<file path="src/rtl/pc_stack_sequencer_if.sv">
// Request/control bundle between decode, the PC stack sequencer and the
// execute-memory stage. The sequencer takes the slave side.
interface pc_stack_sequencer_if #(
  parameter int DEPTH_W = 8
);
  logic               i_call;
  logic               i_ret;
  logic               i_rti;
  logic               i_int;
  logic               o_stack_operation;
  logic               o_stack_function;
  logic               o_mem_read;
  logic               o_mem_write;
  logic               o_push_pc;
  logic               o_pop_pc;
  logic               o_branch_flags;
  logic               o_hazard_state;
  logic               o_stall;
  logic               o_int_ack;
  logic               o_int_redirect;
  logic [31:0]        o_int_vector;
  logic [DEPTH_W-1:0] o_depth;
  logic               o_stack_error;

  modport slave (
    input  i_call, i_ret, i_rti, i_int,
    output o_stack_operation, o_stack_function, o_mem_read, o_mem_write,
           o_push_pc, o_pop_pc, o_branch_flags, o_hazard_state, o_stall,
           o_int_ack, o_int_redirect, o_int_vector, o_depth, o_stack_error
  );

  modport master (
    output i_call, i_ret, i_rti, i_int,
    input  o_stack_operation, o_stack_function, o_mem_read, o_mem_write,
           o_push_pc, o_pop_pc, o_branch_flags, o_hazard_state, o_stall,
           o_int_ack, o_int_redirect, o_int_vector, o_depth, o_stack_error
  );
endinterface

</file>
<file path="src/rtl/pc_stack_sequencer.sv">
// Two-cycle PC push/pop sequencer for CALL/RET/RTI and interrupt entry;
// tracks call-frame depth, interrupt pending/in-service and stalls decode.
module pc_stack_sequencer #(
  parameter int          DEPTH_W    = 8,
  parameter logic [31:0] INT_VECTOR = 32'h0000_0000
) (
  input logic                 i_clk,
  input logic                 i_reset,
  pc_stack_sequencer_if.slave bus
);

  typedef enum logic [2:0] {IDLE, PUSH_HI, PUSH_LO, POP_LO, POP_HI} state_e;
  typedef enum logic [1:0] {K_CALL, K_INT, K_RET, K_RTI} kind_e;

  localparam logic [DEPTH_W-1:0] DEPTH_MAX = '1;

  state_e             state_q, state_d;
  kind_e              kind_q, kind_d;
  logic [DEPTH_W-1:0] depth_q, depth_d;
  logic               int_pending_q, int_pending_d;
  logic               in_isr_q, in_isr_d;

  logic stack_op, stack_fn, mem_rd, mem_wr, push_pc, pop_pc;
  logic br_flags, hazard, stall, int_ack, int_redir, stack_err, rti_done;

  always_comb begin
    state_d   = state_q;
    kind_d    = kind_q;
    depth_d   = depth_q;
    in_isr_d  = in_isr_q;
    stack_op  = 1'b0;
    stack_fn  = 1'b0;
    mem_rd    = 1'b0;
    mem_wr    = 1'b0;
    push_pc   = 1'b0;
    pop_pc    = 1'b0;
    br_flags  = 1'b0;
    hazard    = 1'b0;
    stall     = 1'b0;
    int_ack   = 1'b0;
    int_redir = 1'b0;
    stack_err = 1'b0;
    rti_done  = 1'b0;

    unique case (state_q)
      IDLE: begin
        // Accept is gated by reset so every output reads 0 while reset is held.
        if (!i_reset) begin
          if (bus.i_call) begin
            if (depth_q == DEPTH_MAX) begin
              stack_err = 1'b1;
            end else begin
              state_d = PUSH_HI;
              kind_d  = K_CALL;
              stall   = 1'b1;
            end
          end else if (bus.i_ret || bus.i_rti) begin
            if (depth_q == '0) begin
              stack_err = 1'b1;
            end else begin
              state_d = POP_LO;
              kind_d  = bus.i_ret ? K_RET : K_RTI;
              stall   = 1'b1;
            end
          end else if (int_pending_q) begin
            if (depth_q == DEPTH_MAX) begin
              stack_err = 1'b1;
            end else begin
              state_d  = PUSH_HI;
              kind_d   = K_INT;
              stall    = 1'b1;
              int_ack  = 1'b1;
              in_isr_d = 1'b1;
            end
          end
        end
      end
      PUSH_HI, PUSH_LO: begin
        stack_op = 1'b1;
        stack_fn = 1'b1;
        mem_wr   = 1'b1;
        push_pc  = 1'b1;
        br_flags = (kind_q == K_CALL);
        stall    = 1'b1;
        if (state_q == PUSH_HI) begin
          state_d = PUSH_LO;
        end else begin
          hazard    = 1'b1;
          int_redir = (kind_q == K_INT);
          depth_d   = depth_q + DEPTH_W'(1);
          state_d   = IDLE;
        end
      end
      POP_LO, POP_HI: begin
        stack_op = 1'b1;
        mem_rd   = 1'b1;
        pop_pc   = 1'b1;
        br_flags = (kind_q == K_RTI);
        stall    = 1'b1;
        if (state_q == POP_LO) begin
          state_d = POP_HI;
        end else begin
          hazard  = 1'b1;
          depth_d = depth_q - DEPTH_W'(1);
          state_d = IDLE;
          if (kind_q == K_RTI) begin
            rti_done = 1'b1;
            in_isr_d = 1'b0;
          end
        end
      end
      default: state_d = IDLE;
    endcase

    // A request arriving on the RTI completion edge is kept, since in_isr drops there.
    int_pending_d = (int_pending_q | (bus.i_int & (~in_isr_q | rti_done))) & ~int_ack;
  end

  always_ff @(posedge i_clk) begin
    if (i_reset) begin
      state_q       <= IDLE;
      kind_q        <= K_CALL;
      depth_q       <= '0;
      int_pending_q <= 1'b0;
      in_isr_q      <= 1'b0;
    end else begin
      state_q       <= state_d;
      kind_q        <= kind_d;
      depth_q       <= depth_d;
      int_pending_q <= int_pending_d;
      in_isr_q      <= in_isr_d;
    end
  end

  assign bus.o_stack_operation = stack_op;
  assign bus.o_stack_function  = stack_fn;
  assign bus.o_mem_read        = mem_rd;
  assign bus.o_mem_write       = mem_wr;
  assign bus.o_push_pc         = push_pc;
  assign bus.o_pop_pc          = pop_pc;
  assign bus.o_branch_flags    = br_flags;
  assign bus.o_hazard_state    = hazard;
  assign bus.o_stall           = stall;
  assign bus.o_int_ack         = int_ack;
  assign bus.o_int_redirect    = int_redir;
  assign bus.o_int_vector      = INT_VECTOR;
  assign bus.o_depth           = depth_q;
  assign bus.o_stack_error     = stack_err;

endmodule

</file>
<file path="src/flat_wrapper.sv">
// flat-port wrapper written by rule: the top's interface ports become plain ports
module pc_stack_sequencer_flat 
#(
  parameter int          DEPTH_W    = 8,
  parameter logic [31:0] INT_VECTOR = 32'h0000_0000
)
  (i_clk, i_reset, bus_i_call, bus_i_ret, bus_i_rti, bus_i_int, bus_o_stack_operation, bus_o_stack_function, bus_o_mem_read, bus_o_mem_write, bus_o_push_pc, bus_o_pop_pc, bus_o_branch_flags, bus_o_hazard_state, bus_o_stall, bus_o_int_ack, bus_o_int_redirect, bus_o_int_vector, bus_o_depth, bus_o_stack_error);
  pc_stack_sequencer_if #(.DEPTH_W(DEPTH_W)) bus_i ();
  input logic i_clk;
  input logic i_reset;
  input wire logic [$bits(bus_i.i_call)-1:0] bus_i_call;
  input wire logic [$bits(bus_i.i_ret)-1:0] bus_i_ret;
  input wire logic [$bits(bus_i.i_rti)-1:0] bus_i_rti;
  input wire logic [$bits(bus_i.i_int)-1:0] bus_i_int;
  output wire logic [$bits(bus_i.o_stack_operation)-1:0] bus_o_stack_operation;
  output wire logic [$bits(bus_i.o_stack_function)-1:0] bus_o_stack_function;
  output wire logic [$bits(bus_i.o_mem_read)-1:0] bus_o_mem_read;
  output wire logic [$bits(bus_i.o_mem_write)-1:0] bus_o_mem_write;
  output wire logic [$bits(bus_i.o_push_pc)-1:0] bus_o_push_pc;
  output wire logic [$bits(bus_i.o_pop_pc)-1:0] bus_o_pop_pc;
  output wire logic [$bits(bus_i.o_branch_flags)-1:0] bus_o_branch_flags;
  output wire logic [$bits(bus_i.o_hazard_state)-1:0] bus_o_hazard_state;
  output wire logic [$bits(bus_i.o_stall)-1:0] bus_o_stall;
  output wire logic [$bits(bus_i.o_int_ack)-1:0] bus_o_int_ack;
  output wire logic [$bits(bus_i.o_int_redirect)-1:0] bus_o_int_redirect;
  output wire logic [$bits(bus_i.o_int_vector)-1:0] bus_o_int_vector;
  output wire logic [$bits(bus_i.o_depth)-1:0] bus_o_depth;
  output wire logic [$bits(bus_i.o_stack_error)-1:0] bus_o_stack_error;
  assign bus_i.i_call = bus_i_call;
  assign bus_i.i_ret = bus_i_ret;
  assign bus_i.i_rti = bus_i_rti;
  assign bus_i.i_int = bus_i_int;
  assign bus_o_stack_operation = bus_i.o_stack_operation;
  assign bus_o_stack_function = bus_i.o_stack_function;
  assign bus_o_mem_read = bus_i.o_mem_read;
  assign bus_o_mem_write = bus_i.o_mem_write;
  assign bus_o_push_pc = bus_i.o_push_pc;
  assign bus_o_pop_pc = bus_i.o_pop_pc;
  assign bus_o_branch_flags = bus_i.o_branch_flags;
  assign bus_o_hazard_state = bus_i.o_hazard_state;
  assign bus_o_stall = bus_i.o_stall;
  assign bus_o_int_ack = bus_i.o_int_ack;
  assign bus_o_int_redirect = bus_i.o_int_redirect;
  assign bus_o_int_vector = bus_i.o_int_vector;
  assign bus_o_depth = bus_i.o_depth;
  assign bus_o_stack_error = bus_i.o_stack_error;
  pc_stack_sequencer #(.DEPTH_W(DEPTH_W), .INT_VECTOR(INT_VECTOR)) u_core (.i_clk(i_clk), .i_reset(i_reset), .bus(bus_i));
endmodule
</file>
<file path="config.mk">
export PLATFORM = sky130hd
export DESIGN_NAME = pc_stack_sequencer_flat
export DESIGN_NICKNAME = d
export VERILOG_FILES = /design/src/rtl/pc_stack_sequencer_if.sv /design/src/rtl/pc_stack_sequencer.sv /design/src/flat_wrapper.sv
export SDC_FILE = /design/constraint.sdc
export NUM_CORES = 1
export LEC_CHECK = 0
export CAP_MARGIN = 20
export CORE_MARGIN = 2
export CORE_UTILIZATION = 38
export CTS_CLUSTER_SIZE = 30
export DETAILED_ROUTE_END_ITERATION = 8
export GPL_TIMING_DRIVEN = 1
export PLACE_DENSITY = 0.76
export SLEW_MARGIN = 25
export SYNTH_ARGS = -nofsm -noshare
export SYNTH_HDL_FRONTEND = slang
export SYNTH_SLANG_ARGS = --single-unit
</file>
<file path="constraint.sdc">
create_clock -name i_clk -period 2.45 [get_ports i_clk]
set_clock_uncertainty 0.05 [all_clocks]
set_input_delay 0.49 -clock i_clk [delete_from_list [all_inputs] [get_ports i_clk]]
set_output_delay 0.49 -clock i_clk [all_outputs]
set_load 0.005 [all_outputs]
</file>
# Word level (Yosys, flattened, before mapping)
# Index checks and enable logic that the tools add are counted.
[op_classes] n_addsub=2 multipliers=0 div_mod_pow=0 order_cmp=0 n_eq_ne=19 shift=0 n_mux=55 bitwise=6 n_reduce_logical=14
[ops] op="1-bit two-way mux" count=34
[ops] op="3-bit two-way mux" count=6
[ops] op="8-bit two-way mux" count=2
[ops] op="8-bit one-hot mux with 2 select lines" count=1
[ops] op="2-bit two-way mux" count=7
[ops] op="2-bit != test (second input constant)" count=6
[ops] op="3-bit one-hot mux with 3 select lines" count=1
[ops] op="8-bit by 1-bit adder with 8-bit output (second input constant)" count=1
[ops] op="8-bit equality test (second input constant)" count=1
[ops] op="8-bit logical NOT" count=1
[ops] op="1-bit one-hot mux with 2 select lines" count=4
[ops] op="8-bit by 1-bit subtractor with 8-bit output (second input constant)" count=1
[ops] op="7-bit AND reduction" count=1
[ops] op="3-bit by 2-bit equality test with 1-bit output (second input constant)" count=2
[ops] op="2-bit by 1-bit != test with 1-bit output (second input constant)" count=3
[ops] op="5-bit AND reduction" count=1
[ops] op="4-bit by 2-bit != test with 1-bit output (second input constant)" count=1
[ops] op="4-bit != test (second input constant)" count=1
[ops] op="2-bit nonzero test" count=2
[ops] op="2-bit OR reduction" count=2
[ops] op="4-bit OR reduction" count=1
[ops] op="3-bit by 1-bit equality test with 1-bit output (second input constant)" count=1
[ops] op="3-bit equality test (second input constant)" count=1
[ops] op="3-bit logical NOT" count=1
[ops] op="11 further kinds" count=14
[word_totals] ff_bits=15 latch_bits=0 mem_bits_rw=0 rom_bits=0 in_bits=6 output_inout_bits=52 wordCells=101 memories=0

# Longest topological paths before layout
# Gate-level depths: netlist of run 1.
[logic_depth] word_depth=9 ltp_mapped=10 ltp_nobuf=9

# Worst setup path after synthesis of run 1
# No wires, ideal clock.
[synth_path] kind="reg-to-reg" start="register u_core.state_q[1]" end="register u_core.depth_q[7], in the netlist u_core.bus.o_depth[7]" setup_ns=0.121 t_arrival_ns=2.413 required_ns=2.279 path_slack_ns=-0.134 stages_incl_launch_ff=11 n_path_buf=1 synth_period_minus_slack_ns=2.584 path_cell_list="dfxtp_1 -> buf_4 -> nand2b_4 -> mux2_2 -> inv_1 -> ha_1 -> a21o_1 -> a21oi_1 -> o31ai_1 -> mux2_4 -> mux2_4"
[synth_via] elab_chain_cells=4 word_cells_on_any_way=11 classes_between="eq/ne (6); mux (1); reduce/logical (4)"
[synth_lines] element="from (decl)" line="pc_stack_sequencer.sv:17" text="state_e state_q, state_d;"
[synth_lines] element="from (signal assigned)" line="pc_stack_sequencer.sv:127" text="state_q <= state_d;"
[synth_lines] element="3-bit by 2-bit equality test with 1-bit output, or another cell as far along" line="pc_stack_sequencer.sv:45" text="unique case (state_q)"
[synth_lines] element="2-bit OR reduction" line="pc_stack_sequencer.sv:45"
[synth_lines] element="2-bit != test (no source line) or 2-bit nonzero test (tied branches)"
[synth_lines] element="3-bit AND reduction (no source line)"
[synth_lines] element="to (signal assigned)" line="pc_stack_sequencer.sv:129" text="depth_q <= depth_d;"
[synth_lines] element="to (decl)" line="pc_stack_sequencer.sv:19" text="logic [DEPTH_W-1:0] depth_q, depth_d;"
# Parallel ways exist; a longest one is shown, timed or not.
# A chain may end at the register's enable or synchronous reset.

# Worst setup path in the final report of run 1
[layout_path] start="register u_core.depth_q[7], in the netlist u_core.bus.o_depth[7]" end="output bus_o_stall"
[layout_via] elab_chain_cells=7 word_cells_on_any_way=9 classes_between="eq/ne (1); mux (7); reduce/logical (1)"
[layout_lines] element="8-bit equality test" line="pc_stack_sequencer.sv:50, pc_stack_sequencer.sv:66"
[layout_lines] element="1-bit two-way mux" line="pc_stack_sequencer.sv:50, pc_stack_sequencer.sv:66"
[layout_lines] element="1-bit two-way mux" line="pc_stack_sequencer.sv:65" text="end else if (int_pending_q) begin"
[layout_lines] element="1-bit two-way mux" line="pc_stack_sequencer.sv:57" text="end else if (bus.i_ret || bus.i_rti) begin"
[layout_lines] element="1-bit two-way mux (*)" line="pc_stack_sequencer.sv:49" text="if (bus.i_call) begin"
[layout_lines] element="1-bit two-way mux (*)" line="pc_stack_sequencer.sv:48" text="if (!i_reset) begin"
[layout_lines] element="1-bit one-hot mux with 2 select lines (*)" line="pc_stack_sequencer.sv:45"
[layout_lines] element="to (decl)" line="flat_wrapper.sv:23" text="output wire logic [$bits(bus_i.o_stall)-1:0] bus_o_stall;"
# Every way passes the cells marked *; elsewhere a longest branch is shown, timed or not.

==> reports/summary.txt, run 1 <==
====================================================================================
Initial antenna violation count                                                    0
Clock tree from TritonCTS                                                      built
First-pass GRT wire length                                              4754 microns
Max Cap Viol                                                                       0
Share of post-route cells with drive strength above 1                         20.49%
Core Region                                                               3363 sq um
Die span in y                                                           63.52 microns
Cell Area, Synth                                                          1346 sq um
Delay contributed by the slowest stage of the critical path                  0.45 ns
Worst VDD drop                                                             0.1499 mV
Clock Pin Slew Worst Setup and Hold Paths                                    0.09 ns
Total die area                                                            4035 sq um
Remaining global-route overflow                                                    0
Clk buf depth                                                                      2
Post-place instance area                                                  1567 sq um
Worst setup path class                                                  flip-flop to output port
Detailed Route Iter0 Violations                                                   33
Standard cell with the maximum stage delay on the critical path              dfxtp_1
Maximum level of the CTS H-tree                                                    1
Ports                                                                             58
Setup_tns                                                                       0 ns
Average instance area after synthesis                                    7.827 sq um
Mapped Cells                                                                     172
Class of the tightest hold or removal check                             flip-flop to flip-flop
Starting utilization of the core area                                         40.03%
First-pass detailed-route iteration total                                          4
Max-slew violation count                                                           0
Layout-stage area growth over the synthesis result                            24.81%
Number of nets with antenna violations after detailed routing                      0
Power Dens Cells                                                        423.9 nW/um^2
Vias in the first global route                                                  1062
Unique masters post-synth                                                         43
Post-synthesis sequential element count                                           15
Number of hold violations in the final report                                      0
Area leader, netlist                                                         dfxtp_1
Sequential fraction of the synthesis area                                     22.30%
Cell type with the highest occurrence count on the critical path               or2_1
Max Clk Rate                                                              0.4227 GHz
Worst EP arrival                                                             1.83 ns
Area share of the leading cell type in the synthesized netlist                22.30%
IO Port Bufs                                                                      25
Largest net degree at the start of global routing                                 17
Worst slack on hold paths                                                  0.4647 ns
Final Cell Area                                                           1680 sq um
Final core utilization                                                        49.96%
Most common library cell in the layout ignoring fill and taps                 conb_1
Maximum fanout encountered on the critical timing path                             5
Run status                                                              finished, final reports clean
Weighted congestion at the end of routability-driven global placement         0.8369
Residual DRC count                                                                 0
Via Count                                                                       1199
Number of nets in the finished design                                            219
Critical path, cell by cell                                             nand4_1 > or2_1 > o21ai_1 > a21oi_2 > or2_1 > dlygate4sd2_1
Global Route Usage Sum                                                        14.40%
Clock Latency Late Sink                                                      0.27 ns
Setup-violating endpoint count in the final report                                 0
Worst setup SP type                                                        flip-flop
Aggregate routed wire length                                            2928 microns
Endpoint kind of the worst setup timing path                             output port
Count of yosys warnings during synthesis                                           0
Top cells by area in the synthesized netlist                            dfxtp_1 22%, buf_4 20%, ha_1 5.6%
Critical path data required time                                             1.91 ns
Instance count after placement with tap cells included                           246
Mean routed wirelength per cell                                         11.67 microns
X dimension of the die                                                  63.52 microns
Final period utilization                                                      96.57%
WL met1                                                                 1238 microns
CTS Buf Count                                                                      3
Number of sinks on the clock net                                                  15
Number of rows in the core area                                                   21
Commonest cells after routing, fill and taps aside                      32 x conb_1, 18 x clkdlybuf4s50_1, 15 x nand2_1
HPWL after detailed placement                                           2167 microns
Shortest clock period the worst path allows after layout                    2.366 ns
Routed length on met3                                                    178 microns
Leakage                                                                    0.7155 nW
Average via count per standard cell                                            4.777
Unrepaired setup endpoints after global routing                                false
Root cell of the clock tree                                                 clkbuf_4
Routed wl met2                                                          1477 microns
Final standard cell count with taps included and fillers excluded                251
Top Layer Used                                                                  met4
Diodes inserted                                                                    0
Worst-case register-to-register setup slack                                  0.09 ns
====================================================================================
[worst paths after layout]
path | from | to | cells after the start
setup / recovery | u_core.bus.o_depth[7] | bus_o_stall | 6
setup reg to reg | u_core.state_q[2] | u_core.bus.o_depth[7] | 9
hold / removal | u_core.bus.o_depth[3] | u_core.bus.o_depth[3] | 2
hold reg to reg | u_core.bus.o_depth[3] | u_core.bus.o_depth[3] | 2
[synth_stat cells]
library cell / number
a211o_1: 1
a211oi_1: 1
a21o_1: 2
a21oi_1: 12
a31oi_1: 2
and2_0: 1
and2_1: 1
and3_1: 1
buf_2: 1
buf_4: 36
buf_6: 2
clkbuf_1: 2
conb_1: 1
dfxtp_1: 15
fa_1: 1
ha_1: 6
inv_1: 6
inv_4: 1
mux2_2: 1
mux2_4: 2
mux2i_1: 1
nand2_1: 15
nand2b_1: 1
nand2b_4: 2
nand3_1: 4
nand3b_1: 1
nand4_1: 4
nor2_1: 13
nor2b_1: 2
nor3_1: 4
nor4_1: 4
nor4b_1: 2
o2111ai_1: 1
o21a_1: 2
o21ai_0: 5
o21ai_1: 1
o21ba_2: 1
o21bai_1: 1
o311ai_1: 1
o31ai_1: 2
or2_1: 2
or3_1: 2
xnor2_1: 6
[per-layer routing]
metal,vias to the layer above,GRT usage (%)
met5,-,0
met4,0,4.076
met3,6,2.857
met2,40,25.79
met1,563,17.28
li1,590,-
[where the power goes]
| group | internal (mW) | leakage, nW | total, mW | switching (mW) |
|---|---|---|---|---|
| clock network | 0.0631 | 0.0150 | 0.139 | 0.0762 |
| registers | 0.261 | 0.125 | 0.285 | 0.0244 |
| logic | 0.151 | 0.575 | 0.288 | 0.137 |
[cell type report]
| type | instances | area, sq um |
|---|---|---|
| Inverter | 7 | 31.28 |
| Multi-Input combinational cell | 140 | 905.9 |
| Fill cell | 346 | 1683 |
| Timing Repair Buffer | 39 | 350.3 |
| Clock buffer | 4 | 26.28 |
| Tap cell | 46 | 57.56 |
| Sequential cell | 15 | 309.0 |
[state kept, by name (all words and copies together), names as in the netlist]
name and flops:
u_core.int_pending_q 1, u_core.state_q 3, u_core.in_isr_q 1, u_core.kind_q 2, u_core.bus.o_depth 8
[logic make-up after synthesis]
| group | after synthesis | synth area share (%) |
|---|---|---|
| muxes | 4 | 3.810 |
| other | 1 | 0.2785 |
| adders and majority gates | 7 | 7.063 |
| DFF | 15 | 22.30 |
| xor gates and xnor gates | 6 | 3.903 |
| and+or+nand+nor | 59 | 23.05 |
| buffers and inverters | 48 | 24.81 |
| AOI/OAI and AO/OA | 32 | 14.78 |
[metrics by stage]
step	setup WS, ns	power [mW]
6_report	0.08401	0.7123
5_1_grt	0.00004552	0.7625
4_1_cts	0.01989	0.7069
3_5_place_dp	-0.2435	0.5613
3_3_place_gp	-0.1994	0.5551
2_1_floorplan	0.008424	0.4849
[critical path: cells and delay by family, from the launching register on]
kind            cells  cell delay, ns
simple gates        3            0.66
flops               1            0.45
buf+inv             1            0.26
compound gates      2            0.19
[what timing repair did]
item,CTS,global route
cloned,0,0
endpoints found under the hold margin,0,0
pin swaps,3,0
hold buffers,0,0
setup endpoints to repair,4,3
buffers inserted,2,0
resized for setup,17,13
(Power assumes the default switching activity.)
==> run 2, diff against run 1 <==
--- a/config.mk
+++ b/config.mk
@@ -8,9 +8,9 @@
 export CAP_MARGIN = 20
 export CORE_MARGIN = 2
 export CORE_UTILIZATION = 38
-export CTS_CLUSTER_SIZE = 30
 export DETAILED_ROUTE_END_ITERATION = 8
 export GPL_TIMING_DRIVEN = 1
+export HOLD_SLACK_MARGIN = 0.08
 export PLACE_DENSITY = 0.76
 export SLEW_MARGIN = 25
 export SYNTH_ARGS = -nofsm -noshare
==> results of run 2 <==
No change in the layout: final DEF, timing and power equal those of run 1.
